### src/rtl/ysyx_2022040010_mem.sv
// Memory-access pipeline stage between EX and WB.
// Latches the EX->MEM bus, runs one load/store on the data-memory port with a
// valid/ready handshake, aligns store data/masks, extends load data, and emits
// the MEM->WB bus plus the MEM-stage bypass to ID.
// Ports:
//   clk, rst          : clock, asynchronous active-low reset
//   stall[5:0]        : pipeline stall vector, stall[2] holds this stage
//   ex_to_mem_bus     : EX->MEM payload (334 bits)
//   mem_to_wb_bus     : MEM->WB payload (265 bits), zero when not valid
//   mem_to_rf_bus     : {we, waddr, wdata} bypass to ID
//   stallreq_mem      : hold upstream while a transaction is outstanding
//   dmem_*            : data-memory request/response port
module ysyx_2022040010_mem #(
  parameter  int unsigned EX_TO_MEM_WD = 334,
  parameter  int unsigned MEM_TO_WB_WD = 265,
  localparam int unsigned XLEN         = 64,
  localparam int unsigned RF_BUS_WD    = 70
) (
  input  logic                    clk,
  input  logic                    rst,
  input  logic [5:0]              stall,
  input  logic [EX_TO_MEM_WD-1:0] ex_to_mem_bus,
  output logic [MEM_TO_WB_WD-1:0] mem_to_wb_bus,
  output logic [RF_BUS_WD-1:0]    mem_to_rf_bus,
  output logic                    stallreq_mem,
  output logic                    dmem_req,
  output logic                    dmem_wen,
  output logic [XLEN-1:0]         dmem_addr,
  output logic [XLEN-1:0]         dmem_wdata,
  output logic [7:0]              dmem_wmask,
  input  logic                    dmem_ready,
  input  logic                    dmem_rvalid,
  input  logic [XLEN-1:0]         dmem_rdata
);

  typedef struct packed {
    logic [1:0]      sp_bus;
    logic            op_sp;
    logic [XLEN-1:0] next_pc;
    logic [XLEN-1:0] pc;
    logic            rf_we;
    logic [4:0]      rf_waddr;
    logic [XLEN-1:0] alu_result;
    logic [XLEN-1:0] inst;
    logic            mem_re;
    logic            mem_we;
    logic [1:0]      mem_size;
    logic            mem_unsigned;
    logic [XLEN-1:0] store_data;
  } ex_to_mem_t;

  typedef struct packed {
    logic [1:0]      sp_bus;
    logic            op_sp;
    logic [XLEN-1:0] next_pc;
    logic [XLEN-1:0] pc;
    logic            rf_we;
    logic [4:0]      rf_waddr;
    logic [XLEN-1:0] rf_wdata;
    logic [XLEN-1:0] inst;
  } mem_to_wb_t;

  typedef enum logic [1:0] {
    S_IDLE = 2'd0,
    S_REQ  = 2'd1,
    S_WAIT = 2'd2,
    S_DONE = 2'd3
  } state_t;

  ex_to_mem_t      r_ex;
  state_t          r_state;
  state_t          w_state_nxt;
  logic [XLEN-1:0] r_load;

  ex_to_mem_t      w_ex_in;
  logic            w_load_en;
  logic            w_in_memop;
  logic            w_memop;
  logic            w_valid;
  logic [2:0]      w_off;
  logic [5:0]      w_shamt;
  logic [7:0]      w_base_mask;
  logic [XLEN-1:0] w_ld_shift;
  logic [XLEN-1:0] w_ld_ext;
  logic            w_ld_sign;
  logic [XLEN-1:0] w_rf_wdata;
  mem_to_wb_t      w_wb;
  logic            w_unused_stall;

  assign w_ex_in    = ex_to_mem_t'(ex_to_mem_bus);
  assign w_load_en  = ~stall[2];
  assign w_in_memop = (w_ex_in.pc != '0) & (w_ex_in.mem_re | w_ex_in.mem_we);
  assign w_memop    = (r_ex.pc != '0) & (r_ex.mem_re | r_ex.mem_we);
  assign w_off      = r_ex.alu_result[2:0];
  assign w_shamt    = {w_off, 3'b000};

  // Only stall[2] belongs to this stage.
  assign w_unused_stall = ^{stall[5:3], stall[1:0]};

  // Input register: holds under stall[2], otherwise follows EX.
  always_ff @(posedge clk or negedge rst) begin
    if (!rst) begin
      r_ex <= '0;
    end else if (w_load_en) begin
      r_ex <= w_ex_in;
    end
  end

  // Raw load word; extension is applied on the output side using the latched offset.
  always_ff @(posedge clk or negedge rst) begin
    if (!rst) begin
      r_load <= '0;
    end else if ((r_state == S_WAIT) && dmem_rvalid) begin
      r_load <= dmem_rdata;
    end
  end

  // State register.
  always_ff @(posedge clk or negedge rst) begin
    if (!rst) begin
      r_state <= S_IDLE;
    end else begin
      r_state <= w_state_nxt;
    end
  end

  // Next state: a register reload always restarts the stage.
  always_comb begin
    w_state_nxt = r_state;
    if (w_load_en) begin
      w_state_nxt = w_in_memop ? S_REQ : S_IDLE;
    end else begin
      case (r_state)
        S_REQ:   if (dmem_ready)  w_state_nxt = r_ex.mem_we ? S_DONE : S_WAIT;
        S_WAIT:  if (dmem_rvalid) w_state_nxt = S_DONE;
        default: w_state_nxt = r_state;
      endcase
    end
  end

  // Byte-lane mask before shifting to the access offset.
  always_comb begin
    w_base_mask = 8'h01;
    case (r_ex.mem_size)
      2'd0:    w_base_mask = 8'h01;
      2'd1:    w_base_mask = 8'h03;
      2'd2:    w_base_mask = 8'h0F;
      default: w_base_mask = 8'hFF;
    endcase
  end

  // Memory port; the mask is only asserted while a request is live.
  assign dmem_req     = (r_state == S_REQ);
  assign dmem_wen     = r_ex.mem_we;
  assign dmem_addr    = {r_ex.alu_result[XLEN-1:3], 3'b000};
  assign dmem_wdata   = r_ex.store_data << w_shamt;
  assign dmem_wmask   = (r_state == S_REQ) ? 8'(w_base_mask << w_off) : 8'h00;
  assign stallreq_mem = (r_state == S_REQ) | (r_state == S_WAIT);

  // Load alignment and sign/zero extension.
  always_comb begin
    w_ld_shift = r_load >> w_shamt;
    w_ld_sign  = 1'b0;
    w_ld_ext   = w_ld_shift;
    case (r_ex.mem_size)
      2'd0: begin
        w_ld_sign = ~r_ex.mem_unsigned & w_ld_shift[7];
        w_ld_ext  = {{56{w_ld_sign}}, w_ld_shift[7:0]};
      end
      2'd1: begin
        w_ld_sign = ~r_ex.mem_unsigned & w_ld_shift[15];
        w_ld_ext  = {{48{w_ld_sign}}, w_ld_shift[15:0]};
      end
      2'd2: begin
        w_ld_sign = ~r_ex.mem_unsigned & w_ld_shift[31];
        w_ld_ext  = {{32{w_ld_sign}}, w_ld_shift[31:0]};
      end
      default: w_ld_ext = w_ld_shift;
    endcase
  end

  assign w_rf_wdata = r_ex.mem_re ? w_ld_ext : r_ex.alu_result;
  assign w_valid    = ~w_memop | (r_state == S_DONE);

  // WB payload; an all-zero bus is a bubble.
  always_comb begin
    w_wb = '0;
    if (w_valid) begin
      w_wb.sp_bus   = r_ex.sp_bus;
      w_wb.op_sp    = r_ex.op_sp;
      w_wb.next_pc  = r_ex.next_pc;
      w_wb.pc       = r_ex.pc;
      w_wb.rf_we    = r_ex.rf_we;
      w_wb.rf_waddr = r_ex.rf_waddr;
      w_wb.rf_wdata = w_rf_wdata;
      w_wb.inst     = r_ex.inst;
    end
  end

  assign mem_to_wb_bus = w_wb;
  assign mem_to_rf_bus = {r_ex.rf_we & w_valid & (r_ex.rf_waddr != 5'd0),
                          r_ex.rf_waddr, w_rf_wdata};

endmodule

### config.mk
export PLATFORM = sky130hd
export DESIGN_NAME = ysyx_2022040010_mem
export DESIGN_NICKNAME = d
export VERILOG_FILES = /design/src/rtl/ysyx_2022040010_mem.sv
export SDC_FILE = /design/constraint.sdc
export NUM_CORES = 1
export LEC_CHECK = 0
export CORE_AREA = 5 5 339 341
export CTS_BUF_LIST = sky130_fd_sc_hd__clkbuf_16
export DETAILED_ROUTE_END_ITERATION = 10
export DIE_AREA = 0 0 344 346
export SLEW_MARGIN = 20
export SYNTH_ARGS = -nofsm -noshare
export SYNTH_HDL_FRONTEND = slang
export SYNTH_SLANG_ARGS = --single-unit
### constraint.sdc
create_clock -name clk -period 2.9 [get_ports clk]
set_input_delay 0.725 -clock clk [delete_from_list [all_inputs] [get_ports clk]]
set_output_delay 0.725 -clock clk [all_outputs]
set_load 0.005 [all_outputs]
After elaboration in Yosys (flattened, before gate mapping)
Cells that the tools add are included.
W data, S select, Z words.
Storage, ports and cells
  word-level logic and storage cells: 56
  bits in registers: 400
Cells by class
  bitwise operators: 13
  shifts and indexed selects: 3
  eq/ne operators: 8
  reduce and logical (&&, ||, !) cells: 6
  multiplexer cells: 11
Operator list (number)
  $mux W265: 1
  $pmux W64 S3: 1
  $reduce_bool A64 Y1: 2
  $mux W64: 1
  $shl A64 B6 Y64: 1
  $shr A64 B6 Y64: 1
  $pmux W8 S3: 1
  $mux W8: 1
  $shl A8 B3 Y8: 1
  $and A1 B1 Y1: 7
  $eq A2 B2 Y1 const B: 3
  $mux W2: 3
  $reduce_bool A5 Y1: 1
  $eq A2 B1 Y1 const B: 2
  $or A1 B1 Y1: 4
  $pmux W2 S2: 1
  $ne A3 B1 Y1 const B: 1
  $ne A3 B2 Y1 const B: 1
  $ne A3 B3 Y1 const B: 1
  $reduce_and A3 Y1: 1
  $logic_not A2 Y1: 1
  $mux W1: 2
  $not A1 Y1: 2
  $logic_and A1 B1 Y1: 1

Logic depth before layout (Yosys ltp)
  depth in word-level cells: 6
  mapped depth: 9
  gate-level depth less buffers: 6

Worst setup path after synthesis
Ideal clock, no wire load.
  kind: flip-flop to output port
  start: register r_ex[133] in the netlist's numbering
  end: output mem_to_wb_bus[100]
  cell stages (with the launch flop): 9
  data arrival time: 2.320 ns
  path slack: -0.145 ns
  path buffers: 3
  required time: 2.175 ns
  path through: dfrtp_1 buf_6 mux2_4 mux4_2 and3b_1 buf_6 a211oi_4 buf_6 a211oi_1
Between the ends
  longest elaborated chain between the ends: 5
  elaborated cells between the ends (all ways): 7
Ends and longest elaborated chain
  start, declared: line 70  | ex_to_mem_t r_ex;
  start signal, assigned: line 105  | r_ex <= w_ex_in;
  $shr A64 B6 Y64 (*): line 162  | w_ld_shift = r_load >> w_shamt;
  $and A1 B1 Y1, on equally long branches: line 175, 167, 171
  $pmux W64 S3 (*): line 165  | case (r_ex.mem_size)
  $mux W64 (*): line 182  | assign w_rf_wdata = r_ex.mem_re ? w_ld_ext : r_ex.alu_result;
  $mux W265 (*): line 188  | if (w_valid) begin
  end, declared: line 23  | output logic [MEM_TO_WB_WD-1:0] mem_to_wb_bus,
Mark *: on every way between the ends. The rest lies on a longest branch, timed or not.

Worst setup path after layout
  start: register r_ex[133] in the netlist's numbering
  end: output mem_to_wb_bus[117]
Same word-level chain as after synthesis.

==> flow_summary.json <==
{
  "port_buffers": 873,
  "power_frac_clock_pct": 25.8,
  "antenna_found_initial": 35,
  "worstPathMaxFanout": 7,
  "die_x_um": 344,
  "clkSlewWorstSetupHoldPaths_ns": 0.06,
  "stdcell_count": 4696,
  "yosysTopAreaCell": "dfrtp_1",
  "stdcell_area_mm2": 0.04020,
  "synth_edf_count": 0,
  "cp.required_ns": 2.17,
  "status": "complete, but fails checks",
  "period_share_pct": 143.2,
  "clk_latency_ns": 0.65,
  "cts_sinks": 400,
  "switching_share_pct": 34.23,
  "ys.flop_type": "dfrtp_1",
  "cpMostUsedCell": "buf_6",
  "syn_inst": 1914,
  "fp-row-count": 123,
  "pin_count": 882,
  "power_switching_uw": 8920,
  "yosysSeqAreaShare_pct": 46.07,
  "fin_worst_skew_ns": 0.03687,
  "violations": "setup timing",
  "cellInternalPower_uw": 17140,
  "arrival_ns": 3.43,
  "finalSetupViolCount": 402,
  "synthTopCellsByCount": "mux2_2 (436), dfrtp_1 (400), and2_1 (242)",
  "routed_via_density": 4.549,
  "pre_cts_slack_ns": -0.8272,
  "maxSlewViolCount": 0,
  "wl_per_cell_um": 27.84,
  "drc": 0,
  "core_mm2": 0.1116,
  "synth.most_common_cell": "mux2_2",
  "cts-htree-levels": 2,
  "area_growth_pct": 85.01,
  "dr.first_iter.drc_count": 1327,
  "numCtsBuffers": 53,
  "max_stage_delay_ns": 0.55,
  "cts_tree": "done",
  "fmax_mhz": 240.8,
  "worst_setup_path_end_kind": "output port",
  "setup_slack_ns": -1.252,
  "cts-root-buf": "clkbuf_16",
  "grt_pass1_wl_um": 176900,
  "grt_util_all_layers_pct": 20.82,
  "synth-seq-cells": 400,
  "dp_cells": 4339,
  "slew_headroom_pct": 49.73,
  "synthesis.area_mm2": 0.02173,
  "cp_slowest_cell": "mux4_2",
  "critPathBufInv": 6,
  "yosysTopAreaCellShare_pct": 46.07,
  "worstSetupStartpointType": "register",
  "grt_pass1_vias": 22150,
  "yosys_warnings": 0,
  "grt-ovfl-total": 0,
  "gp_congestion": 0.9339,
  "die-height_um": 346,
  "crit_family": "multiplexers",
  "crit_chain": "mux2_4 -> mux4_2 -> and3b_2 -> a211oi_4 -> buf_12 -> buf_6 -> buf_6 -> buf_6 -> buf_6 -> a211oi_2 -> buf_2",
  "ys_top_cells_by_area": "dfrtp_1 (46%), mux2_2 (23%), and2_1 (7.0%)",
  "postCtsHoldBufs": 0,
  "first_pass_iters": 5,
  "max-vdd-ir-drop_mv": 0.4424,
  "drive_above_1_share_pct": 58.22,
  "detail-route-antenna-nets": 0,
  "rsz0062_at_grt": "yes",
  "synth_cell_types": 54,
  "power_per_cell_area_mw_per_mm2": 648.3,
  "min_period_ns": 4.152,
  "drt_wl_total_um": 130800,
  "pwr-share-comb_pct": 44.6,
  "hpwl_um": 97330,
  "cap_viol_max_count": 0,
  "clock_path_buffers": 3,
  "finalHoldViolCount": 0,
  "nNetsFinal": 3551,
  "tightest_slew_ns": 0.7541,
  "ys_async_sr_fraction_pct": 100.0,
  "seqPwrFrac_pct": 29.6,
  "leakage_uw": 0.01734,
  "grt_max_degree": 73,
  "hold_path_class": "in2async",
  "place_area_mm2": 0.03363,
  "dieArea_mm2": 0.1190,
  "syn_avg_cell_area_um2": 11.35,
  "via_count": 21360,
  "critical_path_class": "reg2out",
  "start_util_pct": 19.47
}
[cell type report]
type | instances | area (um2)
Inverter | 6 | 22.52
Fill cell | 10960 | 71380
Clock buffer | 53 | 1326
Sequential cell | 400 | 10020
Tap cell | 1500 | 1877
Multi-Input combinational cell | 1293 | 12210
Timing Repair Buffer | 1386 | 14290
Clock inverter | 45 | 417.9
Antenna cell | 13 | 32.53
[stage by stage]
stage / total power (uW) / TNS, ns / utilization (%) / hold slack (ns)
6_report: 26060 / -393.66 / 36.03 / 0.05791
5_1_grt: 27070 / -427.67 / 36.02 / 0.07079
4_1_cts: 25540 / -373.96 / 34.88 / 0.04200
3_5_place_dp: 16580 / -197.76 / 30.14 / 0.4853
3_3_place_gp: 16560 / -186.80 / 30.14 / 0.4795
2_1_floorplan: 10660 / -6.293 / - / 0.4294
[worst paths after layout]
kind	startpoint	to	slack (ns)	cells after the start
hold / removal	rst	r_ex[61]	0.06	1
min in group clk	r_ex[279]	r_ex[279]	0.50	1
hold reg to reg	r_ex[279]	r_ex[279]	0.50	1
setup reg to reg	r_ex[133]	r_ex[133]	0.84	9
max in group asynchronous	rst	r_ex[290]	1.89	2
setup / recovery	r_ex[133]	mem_to_wb_bus[117]	-1.25	11
[timing repair]
item	in CTS	in global routing
hold endpoints to repair	0	0
endpoints found under the setup margin	404	402
gates cloned	39	6
pin swaps	115	114
setup buffers	173	85
resized for setup	1997	533
[registers in the layout, indices dropped and copies added, names as in the netlist]
register	flops
dmem_addr	61
r_state	2
mem_to_rf_bus	5
dmem_wen	1
r_ex	267
r_load	64
[power groups by stage]
stage | registers, uW | clock network [uW] | logic, uW
3_5_place_dp | 7690 | 0 | 8890
6_report | 7720 | 6720 | 11600
4_1_cts | 7640 | 6940 | 11000
5_1_grt | 7760 | 7110 | 12200
2_1_floorplan | 7080 | 0 | 3580
3_3_place_gp | 7690 | 0 | 8860
[cells in the final DEF (no fill, tap or decap), drive strengths merged, types with 15 or more instances in the layout]
cell | synthesis | final
nor2b | 28 | 28
and2 | 242 | 242
o21ai | 33 | 33
mux2i | 64 | 64
nand2 | 62 | 62
a211oi | 41 | 41
mux4 | 20 | 20
o32a | 16 | 16
clkdlybuf4s50 | 0 | 467
dfrtp | 400 | 400
a22oi | 15 | 15
clkbuf | 120 | 89
a21oi | 75 | 75
nor2 | 118 | 118
mux2 | 438 | 438
clkinv | 0 | 28
buf | 98 | 871
nor4 | 33 | 33
[cells by family after synthesis]
logic type                 count (synthesis)  share of synthesized area (%)
other                                      1                        0.01726
buffers and inverters                    224                          5.419
muxes                                    522                          27.74
adders and majority gates                  3                         0.1728
AOI/OAI and AO/OA                        235                          7.405
DFF                                      400                          46.07
and+or+nand+nor                          529                          13.18
[layer usage]
layer	track usage, %	up-vias	wire, um
met5	0	-	159
met4	8.656	24	6738
met3	7.127	284	12380
met2	35.78	1026	63430
met1	23.58	10810	48050
li1	-	9219	-
(Power assumes the default switching activity.)
